File: src/rtl/udp_echo_app_ctrl.sv
// udp_echo_app_ctrl: control FSM for the UDP echo application tile.
// Receives a header flit, one metadata flit and N data flits from NoC0.
// It strobes the datapath to capture the header and metadata, then emits the
// rewritten header and metadata. Data flits are streamed straight through.
// Optional feature macro: UDP_ECHO_APP_STATS_EN adds echoed packet/byte counters.

package udp_echo_app_pkg;
  localparam int MSG_LENGTH_WIDTH = 8;
  localparam int UDP_LENGTH_W     = 16;

  typedef enum logic [1:0] {
    HDR_FLIT  = 2'd0,
    META_FLIT = 2'd1,
    DATA_FLIT = 2'd2
  } udp_app_out_mux_sel_e;
endpackage

module udp_echo_app_ctrl
  import udp_echo_app_pkg::*;
(
  input  logic                        clk,
  input  logic                        rst,
  input  logic                        noc0_ctovr_udp_app_in_val,
  output logic                        udp_app_in_noc0_ctovr_rdy,
  output logic                        udp_app_out_noc0_vrtoc_val,
  input  logic                        noc0_vrtoc_udp_app_out_rdy,
  output logic                        in_store_hdr_flit,
  output logic                        in_store_meta_flit,
  output udp_app_out_mux_sel_e        out_data_mux_sel,
  input  logic [MSG_LENGTH_WIDTH-1:0] total_flits,
  input  logic [UDP_LENGTH_W-1:0]     data_length
`ifdef UDP_ECHO_APP_STATS_EN
  ,
  output logic [31:0]                 echo_pkt_count,
  output logic [31:0]                 echo_byte_count
`endif
);

  typedef enum logic [2:0] {
    RX_HDR    = 3'd0,
    RX_META   = 3'd1,
    TX_HDR    = 3'd2,
    TX_META   = 3'd3,
    PASS_DATA = 3'd4
  } state_e;

  state_e                      state;
  state_e                      state_next;
  logic [MSG_LENGTH_WIDTH-1:0] data_cnt;
  logic [MSG_LENGTH_WIDTH-1:0] data_cnt_load;
  logic                        cnt_load;
  logic                        data_beat;
  logic                        last_beat;
  logic                        pkt_done;

  // Data flits following the metadata; a malformed length of 0 yields no data.
  function automatic logic [MSG_LENGTH_WIDTH-1:0] sat_dec(
    input logic [MSG_LENGTH_WIDTH-1:0] n
  );
    if (n == '0) return '0;
    return n - MSG_LENGTH_WIDTH'(1);
  endfunction

  assign data_cnt_load = sat_dec(total_flits);
  assign cnt_load      = (state == TX_META) && noc0_vrtoc_udp_app_out_rdy;
  assign data_beat     = (state == PASS_DATA) && noc0_ctovr_udp_app_in_val
                         && noc0_vrtoc_udp_app_out_rdy;
  // A count of 0 here cannot occur in normal flow; treat it as the last beat
  // so the FSM can never get stuck or underflow.
  assign last_beat     = data_beat && (data_cnt <= MSG_LENGTH_WIDTH'(1));
  assign pkt_done      = (cnt_load && (data_cnt_load == '0)) || last_beat;

  // State register
  always_ff @(posedge clk) begin
    if (rst) state <= RX_HDR;
    else     state <= state_next;
  end

  // Remaining data-flit down-counter
  always_ff @(posedge clk) begin
    if (rst) begin
      data_cnt <= '0;
    end else if (cnt_load) begin
      data_cnt <= data_cnt_load;
    end else if (data_beat && (data_cnt != '0)) begin
      data_cnt <= data_cnt - MSG_LENGTH_WIDTH'(1);
    end
  end

  // Next-state logic
  always_comb begin
    state_next = state;
    case (state)
      RX_HDR:    if (noc0_ctovr_udp_app_in_val) state_next = RX_META;
      RX_META:   if (noc0_ctovr_udp_app_in_val) state_next = TX_HDR;
      TX_HDR:    if (noc0_vrtoc_udp_app_out_rdy) state_next = TX_META;
      TX_META: begin
        if (noc0_vrtoc_udp_app_out_rdy) begin
          state_next = (data_cnt_load == '0) ? RX_HDR : PASS_DATA;
        end
      end
      PASS_DATA: if (last_beat) state_next = RX_HDR;
      default:   state_next = RX_HDR;
    endcase
  end

  // Handshake, strobe and mux outputs; all forced idle while in reset
  always_comb begin
    udp_app_in_noc0_ctovr_rdy  = 1'b0;
    udp_app_out_noc0_vrtoc_val = 1'b0;
    in_store_hdr_flit          = 1'b0;
    in_store_meta_flit         = 1'b0;
    out_data_mux_sel           = HDR_FLIT;
    if (!rst) begin
      case (state)
        RX_HDR: begin
          udp_app_in_noc0_ctovr_rdy = 1'b1;
          in_store_hdr_flit         = noc0_ctovr_udp_app_in_val;
        end
        RX_META: begin
          udp_app_in_noc0_ctovr_rdy = 1'b1;
          in_store_meta_flit        = noc0_ctovr_udp_app_in_val;
        end
        TX_HDR: begin
          udp_app_out_noc0_vrtoc_val = 1'b1;
        end
        TX_META: begin
          udp_app_out_noc0_vrtoc_val = 1'b1;
          out_data_mux_sel           = META_FLIT;
        end
        PASS_DATA: begin
          udp_app_in_noc0_ctovr_rdy  = noc0_vrtoc_udp_app_out_rdy;
          udp_app_out_noc0_vrtoc_val = noc0_ctovr_udp_app_in_val;
          out_data_mux_sel           = DATA_FLIT;
        end
        default: ;
      endcase
    end
  end

`ifdef UDP_ECHO_APP_STATS_EN
  // Echoed packet and payload-byte counters, wrapping modulo 2^32
  always_ff @(posedge clk) begin
    if (rst) begin
      echo_pkt_count  <= '0;
      echo_byte_count <= '0;
    end else if (pkt_done) begin
      echo_pkt_count  <= echo_pkt_count + 32'd1;
      echo_byte_count <= echo_byte_count + 32'(data_length);
    end
  end
`else
  logic unused_stats_inputs;
  assign unused_stats_inputs = (^data_length) ^ pkt_done;
`endif

endmodule

File: config.mk
export PLATFORM = sky130hd
export DESIGN_NAME = udp_echo_app_ctrl
export DESIGN_NICKNAME = d
export VERILOG_FILES = /design/src/rtl/udp_echo_app_ctrl.sv
export SDC_FILE = /design/constraint.sdc
export NUM_CORES = 1
export LEC_CHECK = 0
export BUFFER_PORTS_ARGS = -buffer_cell sky130_fd_sc_hd__buf_2
export CORE_MARGIN = 5
export CORE_UTILIZATION = 35
export DETAILED_ROUTE_END_ITERATION = 16
export SYNTH_ARGS = -nofsm -noshare
export SYNTH_HDL_FRONTEND = slang
export SYNTH_SLANG_ARGS = --single-unit
File: constraint.sdc
create_clock -name clk -period 3 [get_ports clk]
set_clock_uncertainty 0.15 [all_clocks]
set_input_delay 0 -clock clk [delete_from_list [all_inputs] [get_ports clk]]
set_output_delay 0 -clock clk [all_outputs]
set_load 0.03 [all_outputs]
-- Word level (Yosys, flattened, before mapping)
Index checks and enable logic that the tools add are counted.
- add/sub/neg operators: 2
- multiply operators: 0
- div/mod/pow operators: 0
- magnitude comparators: 1
- eq/ne operators: 9
- shift operators: 0
- mux-type cells: 22
- bitwise logic cells: 0
- reduce and logical (&&, ||, !) cells: 13
- operators with widths (cell ; number):
    $mux 8 ; 4
    $mux 3 ; 6
    $logic_not 8->1 ; 2
    $sub 8x1->8 const B ; 2
    $pmux 3 s5 ; 1
    $ne 2x2->1 const B ; 5
    $le 8x1->1 const B ; 1
    $reduce_bool 8->1 ; 1
    $mux 1 ; 7
    $eq 3x2->1 const B ; 2
    $logic_and 1x1->1 ; 5
    $reduce_and 5->1 ; 1
    $pmux 1 s2 ; 2
    $pmux 2 s2 ; 1
    $reduce_or 2->1 ; 2
    $eq 3x1->1 const B ; 1
    $eq 3x3->1 const B ; 1
    $logic_not 3->1 ; 1
    $mux 2 ; 1
    $reduce_bool 2->1 ; 1
- flip-flop bits (word level): 11
- latch bits: 0
- memory bits (writable): 0
- memory bits (read-only): 0
- input port bits: 28
- output and inout port bits: 6
- word-level logic and storage cells: 49
- memories kept: 0

-- Depth between registers and ports, before layout
- depth in word-level cells: 7
- depth in mapped cells: 7
- mapped depth without buffers: 7

-- Worst setup path after synthesis
Ideal clock, no wire load.
- kind: register -> register
- start point: register state[2]
- end point: register state[2]
- library setup time: 0.079 ns
- arrival: 1.895 ns
- data required time: 2.771 ns
- setup slack: 0.876 ns
- cell stages (with the launch flop): 4
- clock period less this slack: 2.124 ns
- path through: dfxtp_1 nor4b_1 o21ai_0 o211ai_1
- word-level cells in the longest chain between the ends: 6
- elaborated cells on any way between the ends: 15
- classes of those cells: 9 x eq/ne; 1 x mux; 5 x reduce/logical
- RTL lines (what ; RTL line ; text):
    from (decl) ; 47 ; state_e state;
    from (signal assigned) ; 76 ; else state <= state_next;
    $eq 3x3->1 ; 66, 93 ;
    $logic_and 1x1->1 ; 66 ; assign data_beat = (state == PASS_DATA) && noc0_ctovr_udp_app_in_val
    $logic_and 1x1->1 ; 67 ; && noc0_vrtoc_udp_app_out_rdy;
    $logic_and 1x1->1 ; 70 ; assign last_beat = data_beat && (data_cnt <= MSG_LENGTH_WIDTH'(1));
    $ne 2x2->1 (no line) ; n/a ;
    $reduce_and 5->1 (no line) ; n/a ;
Several ways; a longest one is shown, not always the timed one.
A chain may end at the register's enable or synchronous reset.

-- Worst setup path in the final report
- start point: input port total_flits[0]
- end point: register state[2]
- word-level cells in the longest chain between the ends: 7
- elaborated cells on any way between the ends: 8
- classes of those cells: 1 x add/sub; 5 x mux; 2 x reduce/logical
- RTL lines (what ; RTL line ; text):
    from (decl) ; 30 ; input logic [MSG_LENGTH_WIDTH-1:0] total_flits,
    parallel branches: the longest is 2 deep, another holds $sub 8x1->8 ; n/a ;
    $mux 8 (*) ; 61 ; return n - MSG_LENGTH_WIDTH'(1);
    $logic_not 8->1 (*) ; 99 ; state_next = (data_cnt_load == '0) ? RX_HDR : PASS_DATA;
    $mux 3 (*) ; 99 ;
    $mux 3 (*) ; 98 ; if (noc0_vrtoc_udp_app_out_rdy) begin
    $pmux 3 s5 (*) ; 93 ; case (state)
Every way passes the cells marked *. The select of a mux whose other input is x is not followed.

==> results.md <==
* Outcome: complete, no violations
* Clk sinks at 11
* Distinct cells, synth at 43
* Setup CP Type: in -> reg
* Share of the synthesized area in the top cell type at a little under a quarter
* Layout cell share with drive strength beyond 1 at a little over a fifth
* Seq/Total Area, Yosys at 23.47%
* Num ports at 34
* Simple-gate portion of the synthesized area at 31.60%
* Diode count at 0
* TritonCTS clock tree: yes
* CP Capture Type: flip-flop
* Drt first pass iters at 4
* Max Cap Viol at 0
* Pin count of the biggest net entering global routing at 17
* Initial antenna violation count at 0
* Leading area contributor after synthesis: dfxtp_1
* Complex-gate fraction of the synthesized area at between 20% and 30%
* Cell family with most CP delay: buffers and inverters
* Final #Nets at around 180
* Post-DP HPWL at between 1500 and 2000 um
* Die area at 0.003817 sq mm
* Syn_area_per_cell at between 8 and 9 sq um
* Mapped Area at 938.4 sq um
* Post-synthesis mux area share at 2.267%
* Initial Utilization at between 30% and 40%
* Cell mode on critical path: dlygate4sd3_1
* Worst-path clk slew at roughly 0.070 ns
* CTS Buffer Depth at 2
* Xor and xnor fraction of the mapped netlist area at 9.333%
* Post-route ant nets at 0
* Yosys reg bits at 11
* Die H at 61.78 um
* Hold Path Cell Cnt at 5
* Cell Chain, Critical Path: dlygate4sd3_1 > buf_2 > inv_1 > ha_1 > nor2_1 > o21ai_0 > a21o_1 > a211oi_1 > dlygate4sd3_1 > o211ai_1 > dlygate4sd3_1
* Leak at 0.0004516 uW
* Min Clock Period, post-route at roughly 2.8 ns
* RSZ-0062 raised after global routing: false
* Crit Path Max Fanout at 5
* Synth area leaders: dfxtp_1, ha_1, nor2_1
* Max Slew Vio Count at 0
* Crit path max-delay cell type: dlygate4sd3_1
* Final Hold Viols at 0
* Clk Latency, worst-skew pair at 0.28 ns
* Slowest Stage Delay on Critical Path at 0.59 ns
* Std-Cell Rows at 18
* Design Area, Final at 0.001166 sq mm
* Critical path data arrival time at 2.77 ns
* GRT Overall Usage at 13.46%
* Ys flop type: dfxtp_1
* First-pass GRT wire length at 3829 um
* Combinational family with the most area after synthesis: simple AND/OR/NAND/NOR gates
* Yosys warns at 0
* Final core utilization at 46.23%
* H-tree Lvls at 1
* Root buffer selected by CTS: clkbuf_4
* Final setup vio count at 0
* Syn-to-layout area delta at 24.27%
* Adder-Cell Fraction of Synth Area at 6.667%
* Commonest cells after routing, fill and taps aside: buf_2, nor2_1, dfxtp_1
* Pwr dens at 310.1 mW/mm^2
* Syn Nets at between 100 and 150
* Synth Instances at 114
* Worst slew pin tran at 0.5946 ns
* CP Depth at 11
* Fmax at about 360 MHz
* Port buffer count at 17
* Slew HR at 59.99%
* CTS resizes at 0
* Async S/R FF share, synth at 0%
* Worst Reg-to-Reg Cells at 6
* Post-CTS Setup Bufs at 0
* Cts bufs inserted at 3
* Core ar. at 0.002522 sq mm
* Die Width at 61.78 um
* Vias in the first global route at 898
* GRT overflow at 0
* Post-synth EDFFs at 0
* WP buf/inv at 5
* Max VDD drop at between 0.1 and 0.15 mV
* Placer Congestion at 0.8330
* Most common cell after layout, fill and taps aside: buf_2
* Element type at the critical path start: input port
* Placed standard-cell area at 0.001050 sq mm
* Detailed-route via count at 920
* Fin crit share at roughly nine tenths
* Routed vias/inst at between 5 and 6
* Hold slack at 0.01781 ns
* Routed wire length at 2167 um
* Post-route DRC at 0
* Number of DRC markers in iteration 0 at 29
* Setup TNS Final at 0 ns
* WP data required at 3.02 ns
* Routed wire length per instance at roughly 13 um
* Min-delay worst type: in -> reg
* Power Total at 361.7 uW
==> metal layers <==
layer / track usage, % / routed length (um) / vias to the layer above
met4: 10.00 / 73 / 0
met3: 0.6198 / 115 / 5
met5: 0 / 0 / -
li1: - / - / 473
met2: 23.02 / 994 / 24
met1: 15.82 / 983 / 418
==> area by class of cell <==
class,instances,area (sq um)
Multi-Input combinational cell,93,673.1
Inverter,7,26.28
Clock buffer,4,26.28
Timing Repair Buffer,27,182.7
Fill cell,262,1356
Tap cell,30,37.54
Sequential cell,11,220.2
==> logic make-up after synthesis <==
family / after synthesis
buffers and inverters: 10
and+or+nand+nor: 49
adders and majority gates: 5
muxes: 2
xor gates and xnor gates: 10
AOI/OAI and AO/OA: 27
DFF: 11
==> power breakdown <==
group          internal, uW  switching [uW]  total (uW)
clock network          51.7            52.9         105
registers               152            11.8         164
logic                  41.4            51.8        93.2
==> flip-flops by register name, summed over array words and instances (netlist names) <==
name      count
data_cnt      8
state         3
==> per-stage QoR <==
stage / worst slack (ns) / instances
after floorplan: 0.8760 / 114
after global placement: 1.071 / 159
after detailed placement: 1.060 / 159
after CTS: 0.2318 / 172
after global routing: 0.09121 / 172
final: 0.2469 / 172
==> synth_stat cells, types with 2 or more instances <==
cell,count
xnor2_1,5
o22ai_1,3
a211oi_1,2
nor3b_1,4
nand3_1,4
a21oi_1,6
inv_1,7
nand2b_1,2
nand2_1,9
nor2_1,13
o211ai_1,2
nor3_1,4
xor2_1,5
clkbuf_1,2
dfxtp_1,11
ha_1,5
o21ai_0,4
==> what timing repair did <==
action                                  CTS  global route
hold endpoints to repair                 10             0
hold buffers                              9             0
endpoints found under the setup margin    0             0
==> tightest hold or removal path: stages <==
cell and delay, ns:
buf_2 0.12, nor2_1 0.06, nand2_1 0.07, xor2_1 0.06
o22ai_1 0.09
==> final timing paths <==
| check | startpoint | to | slack (ns) |
|---|---|---|---|
| setup reg to reg | data_cnt[4]$_SDFFE_PP0P_ | data_cnt[3]$_SDFFE_PP0P_ | 0.51 |
| hold reg to reg | data_cnt[6]$_SDFFE_PP0P_ | data_cnt[6]$_SDFFE_PP0P_ | 0.43 |
| hold / removal | total_flits[4] | data_cnt[5]$_SDFFE_PP0P_ | 0.02 |
| setup / recovery | total_flits[0] | state[2]$_SDFFE_PP0P_ | 0.25 |
Note: power is estimated with default switching activity, not from simulation.
